### config.mk
export PLATFORM = sky130hd
export DESIGN_NAME = pwm_capture_flat
export DESIGN_NICKNAME = d
export VERILOG_FILES = /design/src/rtl/pwm_capture_pkg.sv /design/src/rtl/pwm_capture_if.sv /design/src/rtl/pwm_capture_div.sv /design/src/rtl/pwm_capture.sv /design/src/flat_wrapper.sv
export SDC_FILE = /design/constraint.sdc
export NUM_CORES = 1
export LEC_CHECK = 0
export ABC_AREA = 1
export CAP_MARGIN = 25
export CORE_MARGIN = 2
export CORE_UTILIZATION = 60
export CTS_CLUSTER_SIZE = 30
export DETAILED_ROUTE_END_ITERATION = 8
export PLACE_DENSITY_LB_ADDON = 0.1
export SYNTH_ARGS = -nofsm -noshare
export SYNTH_HDL_FRONTEND = slang
export SYNTH_HIERARCHICAL = 1
export SYNTH_SLANG_ARGS = --single-unit
### constraint.sdc
create_clock -name clk -period 7.98 [get_ports clk]
set_clock_uncertainty 0.05 [all_clocks]
set_input_delay 0.798 -clock clk [delete_from_list [all_inputs] [get_ports clk]]
set_output_delay 0.798 -clock clk [all_outputs]
set_load 0.05 [all_outputs]
### src/rtl/pwm_capture_pkg.sv
// Shared types and constants for the PWM capture block.
// Default widths, the capture FSM encoding and the divider iteration count.
package pwm_capture_pkg;

   localparam int CW_DEF   = 32;
   localparam int DW_DEF   = 24;
   localparam int SYNC_DEF = 2;

   localparam logic [DW_DEF-1:0] DUTY_FULL = {DW_DEF{1'b1}};

   // One quotient bit per iteration, so the count equals the duty width.
   localparam int DIV_ITERS = DW_DEF;

   typedef enum logic [0:0] {
      ARM  = 1'b0,
      MEAS = 1'b1
   } state_e;

endpackage

### src/rtl/pwm_capture_if.sv
// Register-bus facing signal bundle of the PWM capture block.
// master = bus/housekeeping side, slave = the capture core.
interface pwm_capture_if #(
   parameter int CW = 32,
   parameter int DW = 24
);
   logic          en_i;
   logic          pwm_i;
   logic [CW-1:0] timeout_i;
   logic [CW-1:0] period_o;
   logic [CW-1:0] high_o;
   logic [DW-1:0] duty_o;
   logic          valid_o;
   logic          stuck_o;
   logic          drop_o;

   modport master (
      output en_i, pwm_i, timeout_i,
      input  period_o, high_o, duty_o, valid_o, stuck_o, drop_o
   );

   modport slave (
      input  en_i, pwm_i, timeout_i,
      output period_o, high_o, duty_o, valid_o, stuck_o, drop_o
   );
endinterface

### src/rtl/pwm_capture_div.sv
// Serial restoring divider: quo = floor((hi << DW) / per), saturated when hi >= per.
// One quotient bit per clock; operands are held so the caller can read them with the result.
module pwm_capture_div
   import pwm_capture_pkg::*;
#(
   parameter int CW = CW_DEF,
   parameter int DW = DIV_ITERS
) (
   input  logic          clk,
   input  logic          rst,
   input  logic          start_i,
   input  logic          abort_i,
   input  logic [CW-1:0] per_i,
   input  logic [CW-1:0] hi_i,
   output logic          busy_o,
   output logic          done_o,
   output logic [DW-1:0] quo_o,
   output logic [CW-1:0] per_o,
   output logic [CW-1:0] hi_o
);

   localparam int CNTW = $clog2(DW + 1);
   localparam int WW   = CW + DW + 1;

   logic            busy_q;
   logic            done_q;
   logic            sat_q;
   logic [CNTW-1:0] cnt_q;
   logic [WW-1:0]   work_q;
   logic [WW-1:0]   work_d;
   logic [WW-1:0]   shift_s;
   logic [CW:0]     rem_s;
   logic [CW-1:0]   per_q;
   logic [CW-1:0]   hi_q;
   logic [DW-1:0]   quo_q;

   // Upper CW+1 bits hold the partial remainder, lower DW bits collect quotient bits.
   always_comb begin
      shift_s = {work_q[WW-2:0], 1'b0};
      rem_s   = shift_s[WW-1:DW];
      if (rem_s >= {1'b0, per_q}) begin
         work_d = {rem_s - {1'b0, per_q}, shift_s[DW-1:1], 1'b1};
      end else begin
         work_d = shift_s;
      end
   end

   always_ff @(posedge clk or posedge rst) begin
      if (rst) begin
         busy_q <= 1'b0;
         done_q <= 1'b0;
         sat_q  <= 1'b0;
         cnt_q  <= {CNTW{1'b0}};
         work_q <= {WW{1'b0}};
         per_q  <= {CW{1'b0}};
         hi_q   <= {CW{1'b0}};
         quo_q  <= {DW{1'b0}};
      end else begin
         done_q <= 1'b0;
         if (abort_i) begin
            busy_q <= 1'b0;
         end else if (start_i && !busy_q) begin
            busy_q <= 1'b1;
            cnt_q  <= CNTW'(DW);
            work_q <= {1'b0, hi_i, {DW{1'b0}}};
            per_q  <= per_i;
            hi_q   <= hi_i;
            sat_q  <= (hi_i >= per_i);
         end else if (busy_q) begin
            work_q <= work_d;
            cnt_q  <= cnt_q - CNTW'(1);
            if (cnt_q == CNTW'(1)) begin
               busy_q <= 1'b0;
               done_q <= 1'b1;
               quo_q  <= sat_q ? {DW{1'b1}} : work_d[DW-1:0];
            end else begin
               quo_q  <= quo_q;
            end
         end else begin
            busy_q <= 1'b0;
         end
      end
   end

   assign busy_o = busy_q;
   assign done_o = done_q;
   assign quo_o  = quo_q;
   assign per_o  = per_q;
   assign hi_o   = hi_q;

endmodule

### src/rtl/pwm_capture.sv
// PWM input capture: measures period and high time of an asynchronous input and
// recovers the duty cycle as a DW-bit fraction, with stuck-line timeout and overrun flag.
module pwm_capture
   import pwm_capture_pkg::*;
#(
   parameter int CW   = CW_DEF,
   parameter int DW   = DW_DEF,
   parameter int SYNC = SYNC_DEF
) (
   input  logic         clk,
   input  logic         rst,
   pwm_capture_if.slave bus
);

   localparam logic [CW-1:0] CNT_MAX  = {CW{1'b1}};
   localparam logic [CW-1:0] CNT_ONE  = CW'(1'b1);
   localparam logic [DW-1:0] DUTY_MAX = {DW{1'b1}};

   logic [SYNC-1:0] sync_q;
   logic            s_d_q;
   logic            s_s;
   logic            rise_s;

   state_e          state_q;
   logic [CW-1:0]   per_cnt_q;
   logic [CW-1:0]   hi_cnt_q;
   logic [CW-1:0]   per_inc_s;
   logic [CW-1:0]   hi_inc_s;
   logic            pend_q;
   logic [CW-1:0]   pend_per_q;
   logic [CW-1:0]   pend_hi_q;
   logic            drop_q;
   logic            stuck_q;
   logic [CW-1:0]   period_q;
   logic [CW-1:0]   high_q;
   logic [DW-1:0]   duty_q;
   logic            valid_q;

   logic            tmo_hit_s;
   logic            div_start_s;
   logic            div_abort_s;
   logic            div_busy_s;
   logic            div_done_s;
   logic [DW-1:0]   div_quo_s;
   logic [CW-1:0]   div_per_s;
   logic [CW-1:0]   div_hi_s;

   always_ff @(posedge clk or posedge rst) begin
      if (rst) begin
         sync_q <= {SYNC{1'b0}};
         s_d_q  <= 1'b0;
      end else begin
         sync_q <= {sync_q[SYNC-2:0], bus.pwm_i};
         s_d_q  <= sync_q[SYNC-1];
      end
   end

   assign s_s       = sync_q[SYNC-1];
   assign rise_s    = s_s & ~s_d_q;
   assign per_inc_s = (per_cnt_q == CNT_MAX) ? per_cnt_q : per_cnt_q + CNT_ONE;
   assign hi_inc_s  = (hi_cnt_q == CNT_MAX) ? hi_cnt_q : hi_cnt_q + CNT_ONE;

   // A rise always wins over a timeout hitting in the same cycle.
   always_comb begin
      tmo_hit_s   = 1'b0;
      div_start_s = 1'b0;
      div_abort_s = 1'b0;
      if (!bus.en_i) begin
         div_abort_s = 1'b1;
      end else begin
         if ((state_q == MEAS) && !rise_s && (bus.timeout_i != {CW{1'b0}}) &&
             (per_cnt_q == bus.timeout_i)) begin
            tmo_hit_s = 1'b1;
         end else begin
            tmo_hit_s = 1'b0;
         end
         div_abort_s = tmo_hit_s;
         div_start_s = pend_q & ~div_busy_s & ~tmo_hit_s;
      end
   end

   always_ff @(posedge clk or posedge rst) begin
      if (rst) begin
         state_q    <= ARM;
         per_cnt_q  <= {CW{1'b0}};
         hi_cnt_q   <= {CW{1'b0}};
         pend_q     <= 1'b0;
         pend_per_q <= {CW{1'b0}};
         pend_hi_q  <= {CW{1'b0}};
         drop_q     <= 1'b0;
         stuck_q    <= 1'b0;
         period_q   <= {CW{1'b0}};
         high_q     <= {CW{1'b0}};
         duty_q     <= {DW{1'b0}};
         valid_q    <= 1'b0;
      end else begin
         valid_q <= 1'b0;
         if (!bus.en_i) begin
            state_q   <= ARM;
            per_cnt_q <= {CW{1'b0}};
            hi_cnt_q  <= {CW{1'b0}};
            pend_q    <= 1'b0;
            drop_q    <= 1'b0;
            stuck_q   <= 1'b0;
         end else begin
            if (div_start_s) begin
               pend_q <= 1'b0;
            end else begin
               pend_q <= pend_q;
            end
            if (div_done_s) begin
               period_q <= div_per_s;
               high_q   <= div_hi_s;
               duty_q   <= div_quo_s;
               valid_q  <= 1'b1;
            end else begin
               valid_q  <= 1'b0;
            end
            case (state_q)
               ARM: begin
                  if (rise_s) begin
                     state_q   <= MEAS;
                     per_cnt_q <= CNT_ONE;
                     hi_cnt_q  <= CNT_ONE;
                  end else begin
                     per_cnt_q <= {CW{1'b0}};
                     hi_cnt_q  <= {CW{1'b0}};
                  end
               end
               MEAS: begin
                  if (rise_s) begin
                     pend_per_q <= per_cnt_q;
                     pend_hi_q  <= hi_cnt_q;
                     pend_q     <= 1'b1;
                     if (pend_q && !div_start_s) begin
                        drop_q <= 1'b1;
                     end else begin
                        drop_q <= drop_q;
                     end
                     per_cnt_q <= CNT_ONE;
                     hi_cnt_q  <= CNT_ONE;
                     stuck_q   <= 1'b0;
                  end else if (tmo_hit_s) begin
                     // Timeout overrides any divider result completing this cycle.
                     state_q   <= ARM;
                     stuck_q   <= 1'b1;
                     pend_q    <= 1'b0;
                     per_cnt_q <= {CW{1'b0}};
                     hi_cnt_q  <= {CW{1'b0}};
                     period_q  <= bus.timeout_i;
                     high_q    <= s_s ? bus.timeout_i : {CW{1'b0}};
                     duty_q    <= s_s ? DUTY_MAX : {DW{1'b0}};
                     valid_q   <= 1'b1;
                  end else begin
                     per_cnt_q <= per_inc_s;
                     hi_cnt_q  <= s_s ? hi_inc_s : hi_cnt_q;
                  end
               end
               default: begin
                  state_q <= ARM;
               end
            endcase
         end
      end
   end

   pwm_capture_div #(
      .CW (CW),
      .DW (DW)
   ) u_div (
      .clk     (clk),
      .rst     (rst),
      .start_i (div_start_s),
      .abort_i (div_abort_s),
      .per_i   (pend_per_q),
      .hi_i    (pend_hi_q),
      .busy_o  (div_busy_s),
      .done_o  (div_done_s),
      .quo_o   (div_quo_s),
      .per_o   (div_per_s),
      .hi_o    (div_hi_s)
   );

   assign bus.period_o = period_q;
   assign bus.high_o   = high_q;
   assign bus.duty_o   = duty_q;
   assign bus.valid_o  = valid_q;
   assign bus.stuck_o  = stuck_q;
   assign bus.drop_o   = drop_q;

endmodule
### src/flat_wrapper.sv
// flat-port wrapper written by rule: the top's interface ports become plain ports
module pwm_capture_flat import pwm_capture_pkg::*;
#(
   parameter int CW   = CW_DEF,
   parameter int DW   = DW_DEF,
   parameter int SYNC = SYNC_DEF
)
  (clk, rst, bus_en_i, bus_pwm_i, bus_timeout_i, bus_period_o, bus_high_o, bus_duty_o, bus_valid_o, bus_stuck_o, bus_drop_o);
  pwm_capture_if #(.CW(CW), .DW(DW)) bus_i ();
  input  logic clk;
  input  logic rst;
  input wire logic [$bits(bus_i.en_i)-1:0] bus_en_i;
  input wire logic [$bits(bus_i.pwm_i)-1:0] bus_pwm_i;
  input wire logic [$bits(bus_i.timeout_i)-1:0] bus_timeout_i;
  output wire logic [$bits(bus_i.period_o)-1:0] bus_period_o;
  output wire logic [$bits(bus_i.high_o)-1:0] bus_high_o;
  output wire logic [$bits(bus_i.duty_o)-1:0] bus_duty_o;
  output wire logic [$bits(bus_i.valid_o)-1:0] bus_valid_o;
  output wire logic [$bits(bus_i.stuck_o)-1:0] bus_stuck_o;
  output wire logic [$bits(bus_i.drop_o)-1:0] bus_drop_o;
  assign bus_i.en_i = bus_en_i;
  assign bus_i.pwm_i = bus_pwm_i;
  assign bus_i.timeout_i = bus_timeout_i;
  assign bus_period_o = bus_i.period_o;
  assign bus_high_o = bus_i.high_o;
  assign bus_duty_o = bus_i.duty_o;
  assign bus_valid_o = bus_i.valid_o;
  assign bus_stuck_o = bus_i.stuck_o;
  assign bus_drop_o = bus_i.drop_o;
  pwm_capture #(.CW(CW), .DW(DW), .SYNC(SYNC)) u_core (.clk(clk), .rst(rst), .bus(bus_i));
endmodule
==> impl_metrics.csv, run 1 <==
group,metric,value,unit
final_layout,syn2layout_area_growth,14.0,%
yosys,synthesis.area_per_instance,7.22,µm²
clocking,clock_insertion_delay_worst_skew,0.59,ns
clocking,clock_sinks,376,
routing,detailed_routing_iterations_pass_1,8,
power,vdd.ir_drop.worst,0.171,mV
timing,timing_worst_slew_pin_value,0.976,ns
routing,postRouteWirelength,78.5,mm
timing,period_minus_slack,3.70,ns
power,cellInternalPower,3.93,mW
setup_path,cp_cell_instances,"clkdlybuf4s50_1 > inv_1 > nand2_1 > nand2_1 > nor2_1 > nand2_1 > nor2_1 > nand2_1 > nor2_4 > nand2_4 > nand3_1 > inv_1 > nand2_1 > nor2_4 > inv_1 > buf_4 > nand2_1 > o21ai_0",
setup_path,reg2reg_from,"u_core/sync_q[1]",
power,power.switching_fraction,35.7,%
yosys,syn_area,22000,µm²
setup_path,timing.critical_path.from_type,"primary input",
final_layout,fin_nets,3232,
setup_path,cp.required,8.43,ns
clocking,clk_path_buf_depth,3,
placement,place.detailed.instances,3546,
timing,final-max-slew-violation-count,0,
final_layout,nFillCells,3075,
timing,period_utilization_post_route,46.4,%
setup_path,timing.critical_path.mode_cell,"sky130_fd_sc_hd__nand2_1",
timing,setup_viol,0,
yosys,synthDominantCellAreaShare,42.7,%
final_layout,layout.cell_area.non_filler,25100,µm²
setup_path,max_stage_delay,0.57,ns
yosys,ys.flop_type,"sky130_fd_sc_hd__dfrtp_1",
yosys,synth_cell_type_count,55,
routing,final_routed_drc_violation_total,0,
power,pwr-share-seq,37.7,%
yosys,netlist_top_cells_area,"sky130_fd_sc_hd__dfrtp_1, sky130_fd_sc_hd__nand2_1, sky130_fd_sc_hd__inv_1",
setup_path,crit_type,"primary input to flip-flop",
hold_path,worst_hold_startpoint,"u_core/sync_q[0]",
routing,routed_via_density,6.01,
yosys,synth_warnings,6,
global_route,first_global_vias,20847,
clocking,cts_htree_levels,2,
clocking,cts_made_buffers,42,
clocking,clock_tree.root_cell,"sky130_fd_sc_hd__clkbuf_16",
final_layout,final-instance-count-excl-fill,3629,
yosys,cell_count_after_synthesis,3051,
routing,route.antenna.remaining_nets,0,
global_route,antenna_found_initial,1,
yosys,synth_most_common_cell,"sky130_fd_sc_hd__nand2_1",
clocking,post-cts-setup-buffers,0,
timing,highest_clock_rate,270,MHz
yosys,synthArstFlopShare,100,%
placement,placement.cell_area,23400,µm²
floorplanning,die_x,196,µm
yosys,synth_top_cells_by_count,"sky130_fd_sc_hd__nand2_1, sky130_fd_sc_hd__dfrtp_1, sky130_fd_sc_hd__inv_1, sky130_fd_sc_hd__nor2_1, sky130_fd_sc_hd__o21ai_0",
timing,fin_setup_tns,0,ns
yosys,flip_flop_and_latch_count_after_synthesis,376,
timing,final_hold_viol_count,0,
routing,num_vias,21824,
hold_path,hold_path_end,"u_core/sync_q[1]",
timing,worst_hold_slack,0.299,ns
floorplanning,design.die.area,38300,µm²
setup_path,critical_path.slowest_cell,"sky130_fd_sc_hd__clkdlybuf4s50_1",
floorplanning,die_y,196,µm
clocking,clk_transition_reported_paths,0.06,ns
setup_path,timing.critical_path.fanout_max,39,
setup_path,reg2reg_setup_slack,4.50,ns
floorplanning,num_io_pins,127,
floorplanning,core_area,36300,µm²
global_route,global_route.overflow_total,0,
flow_run,maxCapViolations,0,
final_layout,post_route_cells_drive_above_1_share,6.36,%
placement,globalplace.congestion,0.988,
timing,rsz0062_at_grt,"no",
global_route,grt_pass1_wl,120,mm
floorplanning,initial_core_util,60.6,%
routing,detail_route.iter0.violations,2668,
yosys,synth_fp_nets,3156,
placement,port-buffer-count,126,
power,power.static_leakage,12.3,nW
routing,route.detailed.wl_per_inst,21.6,µm
power,p_clk_share,35.0,%
clocking,tritoncts,"yes",
setup_path,crit_arrival,4.15,ns
hold_path,worst_hold_path.num_cells,0,
setup_path,r2r_end,"u_core/u_div/hi_o[14]",
clocking,post_cts.resized_instances,0,
placement,hpwl,58.0,mm
hold_path,timing.hold.worst.class,"flip-flop to flip-flop",
global_route,grt_max_degree,124,
setup_path,worst-r2r-cell-count,15,
yosys,synth_sequential_area_ratio,42.7,%
timing,relSlewSlack,34.9,%
yosys,yosys.area.top_type,"sky130_fd_sc_hd__dfrtp_1",
power,netSwitchingPower,2.18,mW
setup_path,end_kind,"flip-flop",
yosys,synth_enable_flop_cells,0,
clocking,number_of_hold_repair_buffers_added_at_the_cts_stage,0,
outcome,result_of_the_run,"finished clean",
power,power.density,243,nW/µm²
floorplanning,placementRows,70,
global_route,grt_usage,41.2,%
power,p_comb_share,27.4,%
cell type report:
class,count,area (µm²),area share (%)
Multi-Input combinational cell,2178,10600,42.2
Sequential cell,376,9410,37.5
Timing Repair Buffer,146,1510,6.00
Inverter,383,1460,5.82
Clock buffer,58,1200,4.78
Tap cell,468,586,2.33
Clock inverter,19,339,1.35
Antenna cell,1,2.50,0.00996
layer usage:
metal	part of all wire [%]	global-route usage (%)	vias up	wire [µm]
met4	6.7	23.7	0	5290
met2	45	65.5	1314	35600
met1	39	54.3	10331	30500
met3	9.1	6.11	267	7110
li1	-	-	9912	-
met5	0	0	-	0
critical path, delay by kind of cell:
kind / cells / cell delay, ns
buffers and inverters: 5 / 1.72
AND/OR/NAND/NOR: 12 / 1.51
AO/OA/AOI/OAI: 1 / 0.10
cell families (layout without fill, tap and decap cells):
family | after synthesis | count (layout) | synth area share [%]
and+or+nand+nor | 1614 | 1614 | 30.6
xor gates and xnor gates | 32 | 32 | 1.27
buffers and inverters | 497 | 606 | 9.25
DFF | 376 | 376 | 42.7
muxes | 5 | 5 | 0.256
AOI/OAI and AO/OA | 458 | 458 | 11.9
adders and majority gates | 69 | 69 | 3.95
other | 0 | 1 | 0
state kept, by name (all words and copies together) (netlist names), 2 cells and up:
register and flops:
u_core/bus.period_o 32, u_core/u_div/quo_o 24, u_core/bus.duty_o 24, u_core/u_div/cnt_q 5
u_core/pend_hi_q 32, u_core/bus.high_o 32, u_core/u_div/work_q 56, u_core/per_cnt_q 32
u_core/pend_per_q 32, u_core/u_div/per_o 32, u_core/sync_q 2, u_core/hi_cnt_q 32
u_core/u_div/hi_o 32
cell usage in the layout, fill, tap and decap left out, types with 4 or more instances in the layout:
cell                              count
sky130_fd_sc_hd__nand2_2              8
sky130_fd_sc_hd__nor2_4               7
sky130_fd_sc_hd__inv_2               29
sky130_fd_sc_hd__or2_2                7
sky130_fd_sc_hd__o22ai_1             28
sky130_fd_sc_hd__bufinv_16            7
sky130_fd_sc_hd__nand2_1           1011
sky130_fd_sc_hd__clkbuf_1             7
sky130_fd_sc_hd__clkdlybuf4s50_1    125
sky130_fd_sc_hd__a211oi_1             4
sky130_fd_sc_hd__o211ai_1            15
sky130_fd_sc_hd__inv_1              348
sky130_fd_sc_hd__o21a_1               4
sky130_fd_sc_hd__o21ai_1             20
sky130_fd_sc_hd__nor2_1             280
sky130_fd_sc_hd__nand3b_1             7
sky130_fd_sc_hd__buf_16               5
sky130_fd_sc_hd__a2bb2oi_1           23
sky130_fd_sc_hd__nor3_2               5
sky130_fd_sc_hd__dfrtp_1            375
sky130_fd_sc_hd__nor2_2               7
sky130_fd_sc_hd__xor2_1              29
sky130_fd_sc_hd__a21oi_2              5
sky130_fd_sc_hd__o21bai_1             6
sky130_fd_sc_hd__o21ai_2             13
sky130_fd_sc_hd__o31ai_1              4
sky130_fd_sc_hd__a21oi_1            100
sky130_fd_sc_hd__clkbuf_8             9
sky130_fd_sc_hd__nand3_1            187
sky130_fd_sc_hd__o21ai_0            222
sky130_fd_sc_hd__nand4_1             32
sky130_fd_sc_hd__nor3_1              41
sky130_fd_sc_hd__nor3b_1              4
sky130_fd_sc_hd__mux2_2               5
sky130_fd_sc_hd__buf_4               15
sky130_fd_sc_hd__o211ai_2             6
sky130_fd_sc_hd__ha_1                68
sky130_fd_sc_hd__clkbuf_16           42
worst max path at each step:
stage | slack (ns) | from | cells after the start | endpoint
global route | 3.98 | bus_timeout_i[21] | 18 | u_core/u_div/hi_o[20]
global placement | 3.35 | bus_timeout_i[21] | 17 | u_core/u_div/hi_o[13]
floorplan | 1.0 | rst | 1 | u_core/bus.drop_o
finish | 4.28 | bus_timeout_i[21] | 18 | u_core/u_div/hi_o[14]
CTS | 3.79 | bus_timeout_i[21] | 18 | u_core/u_div/hi_o[14]
detailed placement | 3.24 | bus_timeout_i[21] | 17 | u_core/u_div/hi_o[23]
power by group through the flow:
| stage | combinational (mW) | sequential, mW | clock [mW] |
|---|---|---|---|
| 2_1_floorplan | 0.915 | 2.53 | 0 |
| 3_3_place_gp | 1.59 | 2.32 | 0 |
| 3_5_place_dp | 1.62 | 2.32 | 0 |
| 4_1_cts | 1.64 | 2.30 | 2.15 |
| 5_1_grt | 1.80 | 2.32 | 2.23 |
| 6_report | 1.67 | 2.30 | 2.14 |
per-stage QoR:
stage	util [%]	total power, mW	worst slack (ns)
final	69.1	6.11	4.28
after CTS	68.7	6.08	3.79
after detailed placement	64.5	3.94	3.24
after global routing	69.1	6.35	3.98
after floorplan	-	3.44	0.998
after global placement	64.5	3.91	3.35
No activity file was read; power rests on OpenSTA's default activity.
==> inputs of run 2 (changes only) <==
CORE_UTILIZATION = 55   (was 60)
clock period = 3.1 ns   (was 7.98 ns; I/O delays follow)
==> run 2 against run 1 <==
  * Sequential share of layout area decreased by 0.55 points
  * Die area increased by 8.9%
  * Register-to-register slack got worse by 4.3 ns
  * Largest cell class unchanged
==> impl_metrics.csv, run 2 (synthesis gave the netlist of run 1 again) <==
group,metric,value,unit
outcome,result_of_the_run,"finished clean",
setup_path,reg2reg_setup_slack,0.24,ns
placement,port-buffer-count,126,
final_layout,final-instance-count-excl-fill,3726,
clocking,clock_insertion_delay_worst_skew,0.58,ns
floorplanning,die_y,204,µm
setup_path,crit_arrival,3.27,ns
hold_path,worst_hold_startpoint,"bus_en_i",
setup_path,timing.critical_path.fanout_max,4,
setup_path,cp.required,3.51,ns
final_layout,layout.core_utilization,64.3,%
setup_path,r2r_end,"u_core/u_div/work_q[50]",
routing,route.antenna.remaining_nets,0,
global_route,grt_max_degree,107,
timing,fin_setup_tns,0,ns
routing,detail_route.iter0.violations,2205,
routing,routed_via_density,5.69,
placement,place_ws,0.0604,ns
placement,hpwl,58.4,mm
routing,final_routed_drc_violation_total,0,
clocking,clk_path_buf_depth,3,
clocking,tritoncts,"yes",
floorplanning,core_area,39600,µm²
global_route,antenna_found_initial,1,
final_layout,syn2layout_area_growth,15.7,%
placement,globalplace.congestion,1.03,
timing,rsz0062_at_grt,"no",
final_layout,n_antenna_cell,0,
clocking,clk_transition_reported_paths,0.07,ns
routing,detailed_routing_iterations_pass_1,6,
final_layout,registers.top_by_ff_count,"u_core/u_div/work_q",
clocking,cts_made_buffers,42,
final_layout,most-common-layout-cells,"sky130_fd_sc_hd__nand2_1, sky130_fd_sc_hd__dfrtp_1, sky130_fd_sc_hd__inv_1",
setup_path,end_kind,"flip-flop",
timing,timing_worst_slew_pin_value,0.866,ns
global_route,first_global_vias,20128,
hold_path,timing.hold.worst.class,"primary input to flip-flop",
hold_path,hold_path_end,"u_core/bus.period_o[19]",
flow_run,maxCapViolations,0,
final_layout,post_route_cells_drive_above_1_share,7.53,%
timing,final-max-slew-violation-count,0,
final_layout,register_area,9410,µm²
setup_path,timing.critical_path.from_type,"flip-flop",
final_layout,largest_register_ffs,56,
power,p_total,15.3,mW
floorplanning,num_io_pins,127,
routing,route.detailed.wl_per_inst,20.6,µm
timing,period_utilization_post_route,92.2,%
placement,place.detailed.instances,3652,
setup_path,reg2reg_from,"u_core/u_div/work_q[23]",
global_route,global_route.overflow_total,0,
final_layout,multi_input_area,10600,µm²
clocking,post_cts.resized_instances,0,
clocking,number_of_hold_repair_buffers_added_at_the_cts_stage,0,
final_layout,most_common_cell_after_layout_fill_and_taps_aside,"sky130_fd_sc_hd__nand2_1",
clocking,clock_sinks,376,
clocking,post-cts-setup-buffers,0,
final_layout,nFillCells,3533,
timing,worst_hold_slack,0.0305,ns
timing,final_critical_path_setup_slack,0.242,ns
clocking,clock_tree.root_cell,"sky130_fd_sc_hd__clkbuf_16",
timing,setup_viol,0,
floorplanning,initial_core_util,55.6,%
final_layout,layout.cell_area.non_filler,25500,µm²
floorplanning,die_x,204,µm
setup_path,worst-r2r-cell-count,18,
clocking,cts_htree_levels,2,
setup_path,crit_type,"flip-flop to flip-flop",
timing,period_minus_slack,2.86,ns
power,power.density,602,nW/µm²
global_route,grt_usage,37.1,%
timing,final_hold_viol_count,0,
global_route,grt_pass1_wl,118,mm
routing,postRouteWirelength,76.6,mm
final_layout,fin_nets,3276,
hold_path,worst_hold_path.num_cells,3,
timing,relSlewSlack,42.3,%
routing,num_vias,21200,
floorplanning,placementRows,73,
placement,placement.cell_area,24100,µm²
timing,highest_clock_rate,350,MHz
floorplanning,design.die.area,41700,µm²
power,power.static_leakage,12.5,nW
power,vdd.ir_drop.worst,0.417,mV
-- run 2: changes by cell type in the layout (fill, tap and decap cells not counted), sizes merged --
cell / change
clkinv: +1
diode: -1
bufinv: -5
clkbuf: +4
buf: +44
inv: -3
-- run 2: report_power, final --
group | switching [mW] | total [mW] | internal (mW)
clock | 2.12 | 5.10 | 2.98
sequential | 0.452 | 5.93 | 5.48
combinational | 2.96 | 4.31 | 1.35
total | 5.53 | 15.3 | 9.81
-- run 2: worst max path at each step --
stage / startpoint / endpoint / cells past startpoint
after floorplan: rst / u_core/bus.drop_o / 1
after detailed placement: bus_timeout_i[19] / u_core/u_div/hi_o[22] / 17
after global routing: u_core/u_div/work_q[23] / u_core/u_div/work_q[50] / 18
final: u_core/u_div/work_q[23] / u_core/u_div/work_q[50] / 18
after global placement: bus_timeout_i[19] / u_core/u_div/hi_o[16] / 17
after CTS: u_core/u_div/work_q[23] / u_core/u_div/work_q[50] / 18
-- run 2: worst max-delay path: stages (launching register included) --
cell	delay, ns
sky130_fd_sc_hd__dfrtp_1	0.40
sky130_fd_sc_hd__inv_1	0.12
sky130_fd_sc_hd__ha_1	0.21
sky130_fd_sc_hd__inv_1	0.10
sky130_fd_sc_hd__fa_1	0.41
sky130_fd_sc_hd__nand2_1	0.10
sky130_fd_sc_hd__nand2_1	0.16
sky130_fd_sc_hd__nand2_1	0.11
sky130_fd_sc_hd__nand2_1	0.17
sky130_fd_sc_hd__nand2_1	0.11
sky130_fd_sc_hd__nand2_1	0.13
sky130_fd_sc_hd__nand2_1	0.13
sky130_fd_sc_hd__nand2_1	0.08
sky130_fd_sc_hd__nand2_1	0.10
sky130_fd_sc_hd__nand2_1	0.05
sky130_fd_sc_hd__nand2_1	0.06
sky130_fd_sc_hd__nand3_1	0.10
sky130_fd_sc_hd__nand2_1	0.10
sky130_fd_sc_hd__nand2_1	0.05
-- run 2: area by class of cell --
type	instances	share of cell area, %
multi-input cells	2178	41.6
flip-flops and latches	376	36.9
clock buffers	62	4.93
inverters	383	5.72
well taps	525	2.58
clock inverters	12	0.545
repair buffers	190	7.70
-- run 2: layer usage --
metal	GRT usage [%]	part of all wire, %	wire length [µm]	up-vias
met2	57.9	45	34800	941
met3	5.55	7.6	5800	194
met1	50.7	42	32100	10083
li1	-	-	-	9980
met5	0	0.017	13	-
met4	18.3	5.1	3870	2
